$ cat src/rtl/addr_gen_queue.sv
// Address-generation queue: computes base+offset per request, tags alignment faults,
// and holds results in a DEPTH-entry in-order FIFO between issue and memory.
module addr_gen_queue #(
  parameter int XLEN        = 32,
  parameter int TAG_W       = 4,
  parameter int REG_W       = 3,
  parameter int DEPTH       = 4,
  parameter int ALIGN_CHECK = 1
) (
  input  logic                       clk,
  input  logic                       rst,
  input  logic                       flush,
  input  logic                       in_valid,
  output logic                       in_ready,
  input  logic [XLEN-1:0]            in_base,
  input  logic [XLEN-1:0]            in_offset,
  input  logic                       in_is_load,
  input  logic [1:0]                 in_size,
  input  logic [TAG_W-1:0]           in_tag,
  input  logic [REG_W-1:0]           in_reg,
  output logic                       out_valid,
  input  logic                       out_ready,
  output logic [XLEN-1:0]            out_addr,
  output logic                       out_is_load,
  output logic [1:0]                 out_size,
  output logic [TAG_W-1:0]           out_tag,
  output logic [REG_W-1:0]           out_reg,
  output logic                       out_misaligned,
  output logic [$clog2(DEPTH+1)-1:0] count
);

  localparam int PTR_W   = $clog2(DEPTH);
  localparam int CNT_W   = $clog2(DEPTH+1);
  localparam int ENTRY_W = XLEN + 1 + 2 + TAG_W + REG_W + 1;

  logic [PTR_W-1:0]   rd_ptr_reg, wr_ptr_reg;
  logic [CNT_W-1:0]   count_reg;
  logic [ENTRY_W-1:0] entry_mem [DEPTH];

  logic [XLEN-1:0]    addr_next;
  logic               misaligned_next;
  logic [ENTRY_W-1:0] entry_next;
  logic [ENTRY_W-1:0] head_entry;
  logic               push, pop;

  assign addr_next = in_base + in_offset;

  generate
    if (ALIGN_CHECK != 0) begin : g_align
      always_comb begin
        misaligned_next = 1'b0;
        case (in_size)
          2'd0:    misaligned_next = 1'b0;
          2'd1:    misaligned_next = addr_next[0];
          2'd2:    misaligned_next = |addr_next[1:0];
          default: misaligned_next = 1'b1;  // reserved size is reported as a fault
        endcase
      end
    end else begin : g_no_align
      assign misaligned_next = 1'b0;
    end
  endgenerate

  assign entry_next = {addr_next, in_is_load, in_size, in_tag, in_reg, misaligned_next};

  // Ready looks only at registered occupancy, so a pop cannot free a slot the same cycle.
  assign in_ready  = (count_reg < CNT_W'(DEPTH));
  assign out_valid = (count_reg != '0);
  assign push      = in_valid && in_ready && !flush;
  assign pop       = out_valid && out_ready && !flush;

  always_ff @(posedge clk) begin
    if (rst) begin
      rd_ptr_reg <= '0;
      wr_ptr_reg <= '0;
      count_reg  <= '0;
    end else if (flush) begin
      rd_ptr_reg <= '0;
      wr_ptr_reg <= '0;
      count_reg  <= '0;
    end else begin
      if (push) wr_ptr_reg <= wr_ptr_reg + 1'b1;
      if (pop)  rd_ptr_reg <= rd_ptr_reg + 1'b1;
      case ({push, pop})
        2'b10:   count_reg <= count_reg + 1'b1;
        2'b01:   count_reg <= count_reg - 1'b1;
        default: count_reg <= count_reg;
      endcase
    end
  end

  // Payload storage carries no reset; validity is tracked by count alone.
  always_ff @(posedge clk) begin
    if (!rst && push) entry_mem[wr_ptr_reg] <= entry_next;
  end

  assign head_entry = entry_mem[rd_ptr_reg];
  assign {out_addr, out_is_load, out_size, out_tag, out_reg, out_misaligned} = head_entry;
  assign count = count_reg;

  a_no_push_full: assert property (@(posedge clk) disable iff (rst)
    !(push && count_reg == CNT_W'(DEPTH)));
  a_no_pop_empty: assert property (@(posedge clk) disable iff (rst)
    !(pop && count_reg == '0));

endmodule
$ cat config.mk
export PLATFORM = sky130hd
export DESIGN_NAME = addr_gen_queue
export DESIGN_NICKNAME = d
export VERILOG_FILES = /design/src/rtl/addr_gen_queue.sv
export SDC_FILE = /design/constraint.sdc
export NUM_CORES = 1
export LEC_CHECK = 0
export CAP_MARGIN = 30
export CELL_PAD_IN_SITES_DETAIL_PLACEMENT = 1
export CELL_PAD_IN_SITES_GLOBAL_PLACEMENT = 1
export CORE_MARGIN = 1
export CORE_UTILIZATION = 49
export CTS_CLUSTER_DIAMETER = 100
export CTS_CLUSTER_SIZE = 20
export DETAILED_ROUTE_END_ITERATION = 10
export GPL_TIMING_DRIVEN = 1
export MAX_ROUTING_LAYER = met4
export PLACE_DENSITY_LB_ADDON = 0.25
export RECOVER_POWER = 25
export SETUP_SLACK_MARGIN = 0.4
export SLEW_MARGIN = 20
export SYNTH_ARGS = -nofsm -noshare
export SYNTH_HDL_FRONTEND = slang
export SYNTH_SLANG_ARGS = --single-unit
$ cat constraint.sdc
create_clock -name clk -period 4.8 [get_ports clk]
set_input_delay 0.96 -clock clk [delete_from_list [all_inputs] [get_ports clk]]
set_output_delay 0.96 -clock clk [all_outputs]
set_load 0.05 [all_outputs]
==> flow_summary.ini, run 1 <==
[run_status]
outcome = finished with violations
violations = capacitance limit, slew limit

[logic_synthesis]
synthArstFlopShare_pct = 0
ys_seq_elements = 181
syn_nets = 636
synth_area_leaders = edfxtp_1 (62%), mux4_2 (12%), ha_1 (5.4%)
avgSynthCellArea_um2 = 16.15
yosysTopAreaCellShare_pct = 61.60
synthDistinctLibCells = 48
synthFlopType = edfxtp_1
netlist_instances = 519
syn_area_um2 = 8384
yosysSeqAreaShare_pct = 63.75
yosysMostFrequentCell = edfxtp_1
synth-edff-count = 172
yosys-top-cells-count = edfxtp_1 (172), mux4_2 (43), ha_1 (36), a21oi_1 (29), nor2_1 (29)
yosysWarnings = 0
synth_top_area_cell = edfxtp_1

[die]
rows = 47
dieArea_um2 = 17640
start_util_pct = 50.38
fp.dieW_um = 132.8
dieHeight_um = 132.8
coreArea_um2 = 16640
num_io_pins = 127

[timing]
rsz0062_at_grt = no
fin_tns_setup_ns = 0
hold_viol_final = 0
relSlewSlack_pct = -33.39
worst_pin_slew_ns = 2.000
finClkSkew_ns = 0.008420
fin_crit_ns = 3.985
period_share_pct = 83.03
clock.fmax_mhz = 250.9
setup_viol = 0
setup_slack_ns = 0.8146
slew_viol_final = 25

[global_route]
antenna_found_initial = 0
grt-ovfl-total = 0
grt_pass1_vias = 5641
track_usage_pct = 23.86
grt_max_degree = 44
grt_pass1_wl_um = 30590

[clock_network]
cts_root_buf = clkbuf_16
tritoncts = built
cts_resized = 0
insertion_delay_ns = 0.43
clkSinkCount = 181
numCtsBuffers = 17
htree_levels = 4
clkTransAtPathRegs_ns = 0.07
postCtsHoldBufs = 0
postCtsSetupBuffers = 0
cts_max_path_buffers = 2

[route]
detail_route.wl_per_cell_um = 21.61
drc = 0
ant_nets = 0
drt_iter0_markers = 265
drt_wl_total_um = 19130
drtPass1Iterations = 7
routed_via_density = 5.774
vias = 5110

[setup_path]
crit_path_top_delay_cell = and2_0
crit_path_start = flush
endpoint_kind = register
crit_fanout = 24
crit_path_frequent_cell = nor2_1
crit_type = primary input to register
reg2reg_from = count[2]
start_kind = primary input
crit_chain = dlygate4sd3_1 > nor2_1 > nand2_1 > nor2_1 > and2_0 > buf_4
required_ns = 4.90
crit_arrival_ns = 4.08
slowest_delay_ns = 1.51

[final_layout]
largest_reg_flops = 172
num-nets-final = 769
seq_area_um2 = 5350
drive_gt1_share_pct = 14.74
fin_util_pct = 62.97
areaGrowthSynthToFinish_pct = 24.98
fillers = 1525
finalInstanceArea_um2 = 10480
num_antenna_cells = 0
multi_input_area_um2 = 2899

[power]
ir_worst_vdd_mv = 0.3184
p_leak_nw = 3.563
cellPowerDensity_nw_per_um2 = 348.4

[place]
portBuffers = 126
place_hpwl_um = 13260
placed_area_um2 = 9897
dp_slack_ns = 0.7319
gp_congestion = 0.7998

[worst_hold_path]
hp-start = wr_ptr_reg[1]
holdCritPathClass = register to register

[run]
cap_violations = 1
[worst max-delay path: cells and delay by family]
family | cells | cell delay [ns]
buffers and inverters | 2 | 1.09
AND/OR/NAND/NOR | 4 | 2.00
[per-layer routing]
layer | track usage [%] | wire length, um | up-vias
met2 | 41.68 | 10260 | 129
met5 | - | 0 | -
met3 | 3.755 | 692 | 23
met1 | 28.41 | 7942 | 2624
met4 | 7.216 | 234 | 0
li1 | - | - | 2334
[logic make-up after synthesis]
family	after synthesis	share of synthesized area, %
muxes	44	11.67
adders and majority gates	38	5.850
xor gates and xnor gates	34	3.552
DFF	181	63.75
and+or+nand+nor	82	4.820
AOI/OAI and AO/OA	105	8.655
buffers and inverters	35	1.701
[placed cells by master (no fill, tap or decap), types with 2 or more instances in the layout]
cell type and instances:
nand2b_1 3, a211oi_2 2, o21ai_1 2, o41a_1 2, a21oi_1 29, o21ai_0 18, nand2_1 20, and4_1 4
buf_4 6, o21bai_1 3, a211oi_1 5, dfxtp_1 7, and3_1 2, a31oi_1 5, dlygate4sd3_1 15, inv_8 4
nand3_1 7, a21o_1 20, and2_0 2, clkbuf_16 17, o211ai_1 5, or3_1 2, xnor2_1 23, clkinv_4 4
o21a_1 3, clkinvlp_4 2, nor2_1 29, a31oi_2 2, fa_1 2, ha_1 36, nand4_1 5, xor2_1 11
inv_1 15, edfxtp_1 172, clkdlybuf4s50_1 111, inv_6 4, mux4_2 43, and2_2 2
[area by class of cell]
| class | count | share of cell area, % |
|---|---|---|
| clock buffer | 17 | 4.060 |
| multi-input combinational | 303 | 27.67 |
| inverter | 15 | 0.5373 |
| sequential | 181 | 51.06 |
| timing repair buffer | 134 | 12.76 |
| clock inverter | 15 | 1.290 |
| tap | 220 | 2.627 |
[final timing paths]
| check | end | slack, ns | depth (start not counted) |
|---|---|---|---|
| worst max-delay path | entry_mem[1][32] | 0.81 | 6 |
| worst min-delay path | wr_ptr_reg[1] | 0.52 | 2 |
| worst max register to register | entry_mem[1][32] | 1.54 | 5 |
| worst min register to register | wr_ptr_reg[1] | 0.52 | 2 |
[metrics by stage]
step / cells / hold slack, ns / power [W]
floorplan: 519 / 0.4692 / 0.002177
global placement: 852 / 0.4789 / 0.002345
CTS: 884 / 0.5283 / 0.003680
global route: 885 / 0.5500 / 0.003764
finish: 885 / 0.5215 / 0.003651
detailed placement: 852 / 0.5185 / 0.002373
[where the power goes]
group	switching [W]	internal, W
Clock	0.000624	0.000684
Sequential	0.00000625	0.00181
Combinational	0.000315	0.000212
Note: power is estimated with default switching activity, not from simulation.
==> run 2: changes to the inputs <==
Settings changed: CORE_UTILIZATION 49 to 41.
Clock period 4.8 ns to 3.6 ns, I/O delays scaled along.
==> run 2 against run 1 <==
Critical path depth up 5. Sequential share of layout area down 0.86 points. The run now ends clean. Die area up 19%. Utilization down 9.1 points. Critical endpoint is now entry_mem[3][37]. Cell count up 5.5%. Sequential power up 34%. Register-to-register slack worse by 0.33 ns.
==> flow_summary.ini, run 2 (same netlist as run 1, synthesis figures left out) <==
[run_status]
outcome = completed

[route]
drtPass1Iterations = 4
drt_wl_total_um = 18290
routed_via_density = 5.301
detail_route.wl_per_cell_um = 19.58
drc = 0
drt_iter0_markers = 208
ant_nets = 0
vias = 4951

[clock_network]
cts_max_path_buffers = 2
postCtsHoldBufs = 0
clkTransAtPathRegs_ns = 0.07
clkSinkCount = 181
insertion_delay_ns = 0.42
tritoncts = built
htree_levels = 4
numCtsBuffers = 17
cts_root_buf = clkbuf_16

[final_layout]
drive_gt1_share_pct = 16.29
final_common_cell = edfxtp_1
finalInstanceArea_um2 = 10660
largest_reg_flops = 172
num_antenna_cells = 0
mostFrequentLayoutCells = edfxtp_1 (172), clkdlybuf4s50_1 (81), mux4_2 (43)
num-nets-final = 773
fillers = 1920
multi_input_area_um2 = 2948
areaGrowthSynthToFinish_pct = 27.13
seq_area_um2 = 5350

[worst_hold_path]
hp-start = wr_ptr_reg[1]
min_to = wr_ptr_reg[1]
hold_path_depth = 2
holdCritPathClass = register to register

[setup_path]
endpoint_kind = register
reg2reg_slack_ns = 1.21
crit_type = primary input to register
reg2reg_from = count[2]
reg2regPathDepth = 5
required_ns = 3.75
crit_path_frequent_cell = a31oi_4
crit_path_top_delay_cell = dlygate4sd3_1
cp_num_cells = 11
cp_num_buf_inv = 2
slowest_delay_ns = 0.55
r2r_end = entry_mem[2][5]
crit_fanout = 4
crit_chain = dlygate4sd3_1 > ha_1 > inv_1 > fa_1 > nor2b_4 > o21bai_2 > a31oi_4 > o41a_1 > a31oi_4 > o21ai_0 > o311a_1
start_kind = primary input
crit_arrival_ns = 3.37
crit_family = compound AO/OA/AOI/OAI gates

[power]
pwr-share-comb_pct = 14.8
cellPowerDensity_nw_per_um2 = 454.2
internal-power_w = 0.003621
clkPwrFrac_pct = 35.3
ir_worst_vdd_mv = 0.2348
power_switching_w = 0.001220
pwr-share-seq_pct = 50.0
p_sw_share_pct = 25.20
p_leak_nw = 3.823

[timing]
fin_crit_ns = 3.219
rsz0062_at_grt = no
slew_viol_final = 0
worst_pin_slew_ns = 1.333
period_share_pct = 89.42
finClkSkew_ns = 0.01363
relSlewSlack_pct = 11.15
timing.hold.ws_ns = 0.5025
setup_viol = 0
hold_viol_final = 0
clock.fmax_mhz = 310.6

[die]
rows = 51
coreArea_um2 = 19780
fp.dieW_um = 145
dieHeight_um = 145
dieArea_um2 = 21030
num_io_pins = 127
start_util_pct = 42.38

[global_route]
grt_max_degree = 44
track_usage_pct = 18.72
grt_pass1_wl_um = 29340
grt-ovfl-total = 0
grt_pass1_vias = 5484
antenna_found_initial = 0

[run]
cap_violations = 0

[place]
place_hpwl_um = 12510
portBuffers = 126
gp_congestion = 0.8092
placed_area_um2 = 10040
==> run 2: worst max-delay path by stage <==
stage	start	end	slack (ns)
6_report	in_base[0]	entry_mem[3][37]	0.38
3_3_place_gp	in_base[0]	entry_mem[0][35]	0.04
3_5_place_dp	in_base[0]	entry_mem[1][39]	-0.16
2_1_floorplan	count[2]	count[2]	0.55
5_1_grt	in_base[0]	entry_mem[1][39]	0.30
4_1_cts	register	out_addr[10]	0.41
==> run 2: repair_timing <==
action	CTS	global route
gates resized for setup	8	33
pin swaps	1	3
setup buffers	2	1
endpoints found under the setup margin	19	66
==> run 2: worst reg2reg max path, stage by stage (launching register included) <==
cell and delay [ns]:
dfxtp_1 0.35, nor2_1 0.15, nand2_1 0.13, nor2_1 0.19, and2_2 0.17, clkbuf_2 0.97
==> run 2: stage by stage <==
stage | util [%] | power, W | cells | worst slack [ns] | setup TNS [ns]
2_1_floorplan | - | 0.002903 | 519 | 0.5541 | 0
3_3_place_gp | 50.77 | 0.003139 | 899 | 0.03696 | 0
3_5_place_dp | 50.77 | 0.003171 | 899 | -0.1580 | -0.7953
4_1_cts | 53.63 | 0.004871 | 933 | 0.4059 | 0
5_1_grt | 53.88 | 0.005002 | 934 | 0.2988 | 0
6_report | 53.88 | 0.004842 | 934 | 0.3809 | 0
==> run 2: cell type report <==
type                    instances  share of cell area [%]
inverters                      15                  0.5282
clock inverters                14                   1.080
clock buffers                  18                   4.120
well taps                     265                   3.111
repair buffers                138                   13.31
multi-input cells             303                   27.66
flip-flops and latches        181                   50.19
==> run 2: metal layers <==
layer	part of all wire [%]	GRT usage, %
met1	44	22.60
met2	51	31.97
met3	3.4	2.862
met4	1.1	6.543
met5	0	-
==> run 2: power groups by stage <==
stage / Clock, W / Sequential (W) / Combinational, W
2_1_floorplan: 0 / 0.00246 / 0.000438
3_3_place_gp: 0 / 0.00246 / 0.000677
3_5_place_dp: 0 / 0.00247 / 0.000706
4_1_cts: 0.00174 / 0.00242 / 0.000715
5_1_grt: 0.00180 / 0.00242 / 0.000778
6_report: 0.00171 / 0.00242 / 0.000715
==> run 3: changes to the inputs <==
Settings changed: CORE_ASPECT_RATIO from default to 1.75, CORE_MARGIN 1 to 2.
==> run 3 against run 2 <==
Cell count decreased by 0.43%. Non-clock buffer count increased by 13. Utilization decreased by 1.0 points. Clock skew decreased by 0.0051 ns. Critical path depth unchanged.
==> flow_summary.ini, run 3 (same netlist as run 1, synthesis figures left out) <==
[die]
fp.dieW_um = 112.1
coreArea_um2 = 20200
dieArea_um2 = 21650
rows = 69
start_util_pct = 41.50
num_io_pins = 127
dieHeight_um = 193.2

[final_layout]
num-nets-final = 786
mostFrequentLayoutCells = edfxtp_1 (172), clkdlybuf4s50_1 (114), mux4_2 (43)
final_common_cell = edfxtp_1
areaGrowthSynthToFinish_pct = 27.35
fillers = 1991
finalInstanceArea_um2 = 10680
largest_reg_flops = 172
num_antenna_cells = 0
drive_gt1_share_pct = 16.86

[route]
ant_nets = 0
routed_via_density = 5.501
drt_wl_total_um = 19200
drt_iter0_markers = 229
detail_route.wl_per_cell_um = 20.65
drc = 0
drtPass1Iterations = 4
vias = 5116

[clock_network]
htree_levels = 4
cts_root_buf = clkbuf_16
numCtsBuffers = 17
tritoncts = built
clkTransAtPathRegs_ns = 0.07
cts_max_path_buffers = 2
clkSinkCount = 181
insertion_delay_ns = 0.43
postCtsHoldBufs = 0

[timing]
rsz0062_at_grt = no
clock.fmax_mhz = 310.4
period_share_pct = 89.49
finClkSkew_ns = 0.008506
worst_pin_slew_ns = 1.359
relSlewSlack_pct = 9.414
fin_crit_ns = 3.222
setup_viol = 0
fin_tns_setup_ns = 0
hold_viol_final = 0
slew_viol_final = 0

[global_route]
grt_pass1_wl_um = 30270
use_met2_pct = 35.45
antenna_found_initial = 0
grt_max_degree = 44
grt_pass1_vias = 5712
track_usage_pct = 18.88
grt-ovfl-total = 0
top_usage_layer = met2
use_met3_pct = 2.845
use_met1_pct = 19.55

[setup_path]
crit_arrival_ns = 3.38
crit_type = primary input to register
endpoint_kind = register
crit_fanout = 4
required_ns = 3.76
start_kind = primary input

[place]
gp_congestion = 0.7777
placed_area_um2 = 10100
place_hpwl_um = 13500
portBuffers = 126

[run]
cap_violations = 0

[worst_hold_path]
holdCritPathClass = register to register

[power]
p_leak_nw = 3.645
cellPowerDensity_nw_per_um2 = 463.0
ir_worst_vdd_mv = 0.2985

[run_status]
outcome = completed
[run 3: cell types whose count changed in the layout (fill, tap and decap cells not counted), moves of 2 or more]
cell,before,now
clkinv_4,4,1
clkdlybuf4s50_1,81,114
inv_6,5,3
clkinv_1,0,2
clkbuf_1,1,4
dlygate4sd2_1,7,0
bufinv_16,0,2
dlymetal6s2s_1,26,0
buf_4,5,18
[run 3: power by group]
part | internal [W] | switching [W] | total (W)
logic | 0.000303 | 0.000421 | 0.000724
clock network | 0.00102 | 0.000779 | 0.00180
registers | 0.00241 | 0.00000713 | 0.00242
total | 0.00374 | 0.00121 | 0.00494
[run 3: critical path, stage by stage]
cell	delay, ns
dlygate4sd3_1	0.54
ha_1	0.23
inv_1	0.07
fa_1	0.25
nor2b_4	0.06
o21bai_2	0.19
a31oi_4	0.15
o41a_1	0.50
a31oi_4	0.32
o221ai_2	0.17
xor2_2	0.19
[run 3: timing repair]
action | 4_1_cts | 5_1_grt
setup endpoints to repair | 40 | 28
gates resized for setup | 1 | 5
setup buffers | 4 | 1
pin swaps | 1 | 1
[run 3: path summary, 6_finish.rpt]
kind / startpoint / end / slack [ns] / depth (start not counted)
max: in_base[0] / entry_mem[3][41] / 0.38 / 11
min: wr_ptr_reg[1] / wr_ptr_reg[1] / 0.52 / 2
max reg2reg: count[2] / entry_mem[1][1] / 1.20 / 5
min reg2reg: wr_ptr_reg[1] / wr_ptr_reg[1] / 0.52 / 2
[run 3: final cells by class]
cell class,instances,area [um2],share of cell area [%]
clock inverter,12,127.6,1.195
sequential,181,5353,50.13
timing repair buffer,151,1460,13.67
multi-input combinational,303,2934,27.48
tap,248,310.3,2.906
inverter,15,56.30,0.5273
clock buffer,20,436.7,4.090
[run 3: per-stage QoR]
stage	utilization, %	setup WS, ns	instances	hold WS (ns)	power (W)
after CTS	52.97	0.4146	929	0.5266	0.004975
after detailed placement	50.02	-0.1571	893	0.5157	0.003184
final	52.86	0.3785	930	0.5216	0.004944
after floorplan	-	0.5541	519	0.4692	0.002903
after global routing	52.86	0.2639	930	0.5603	0.005109
after global placement	50.02	0.03111	893	0.4770	0.003153
[run 3: metal layers]
layer	wire length (um)	vias up
met1	7126	2623
met4	463	0
met2	11000	107
met5	0	-
li1	-	2356
met3	610	30
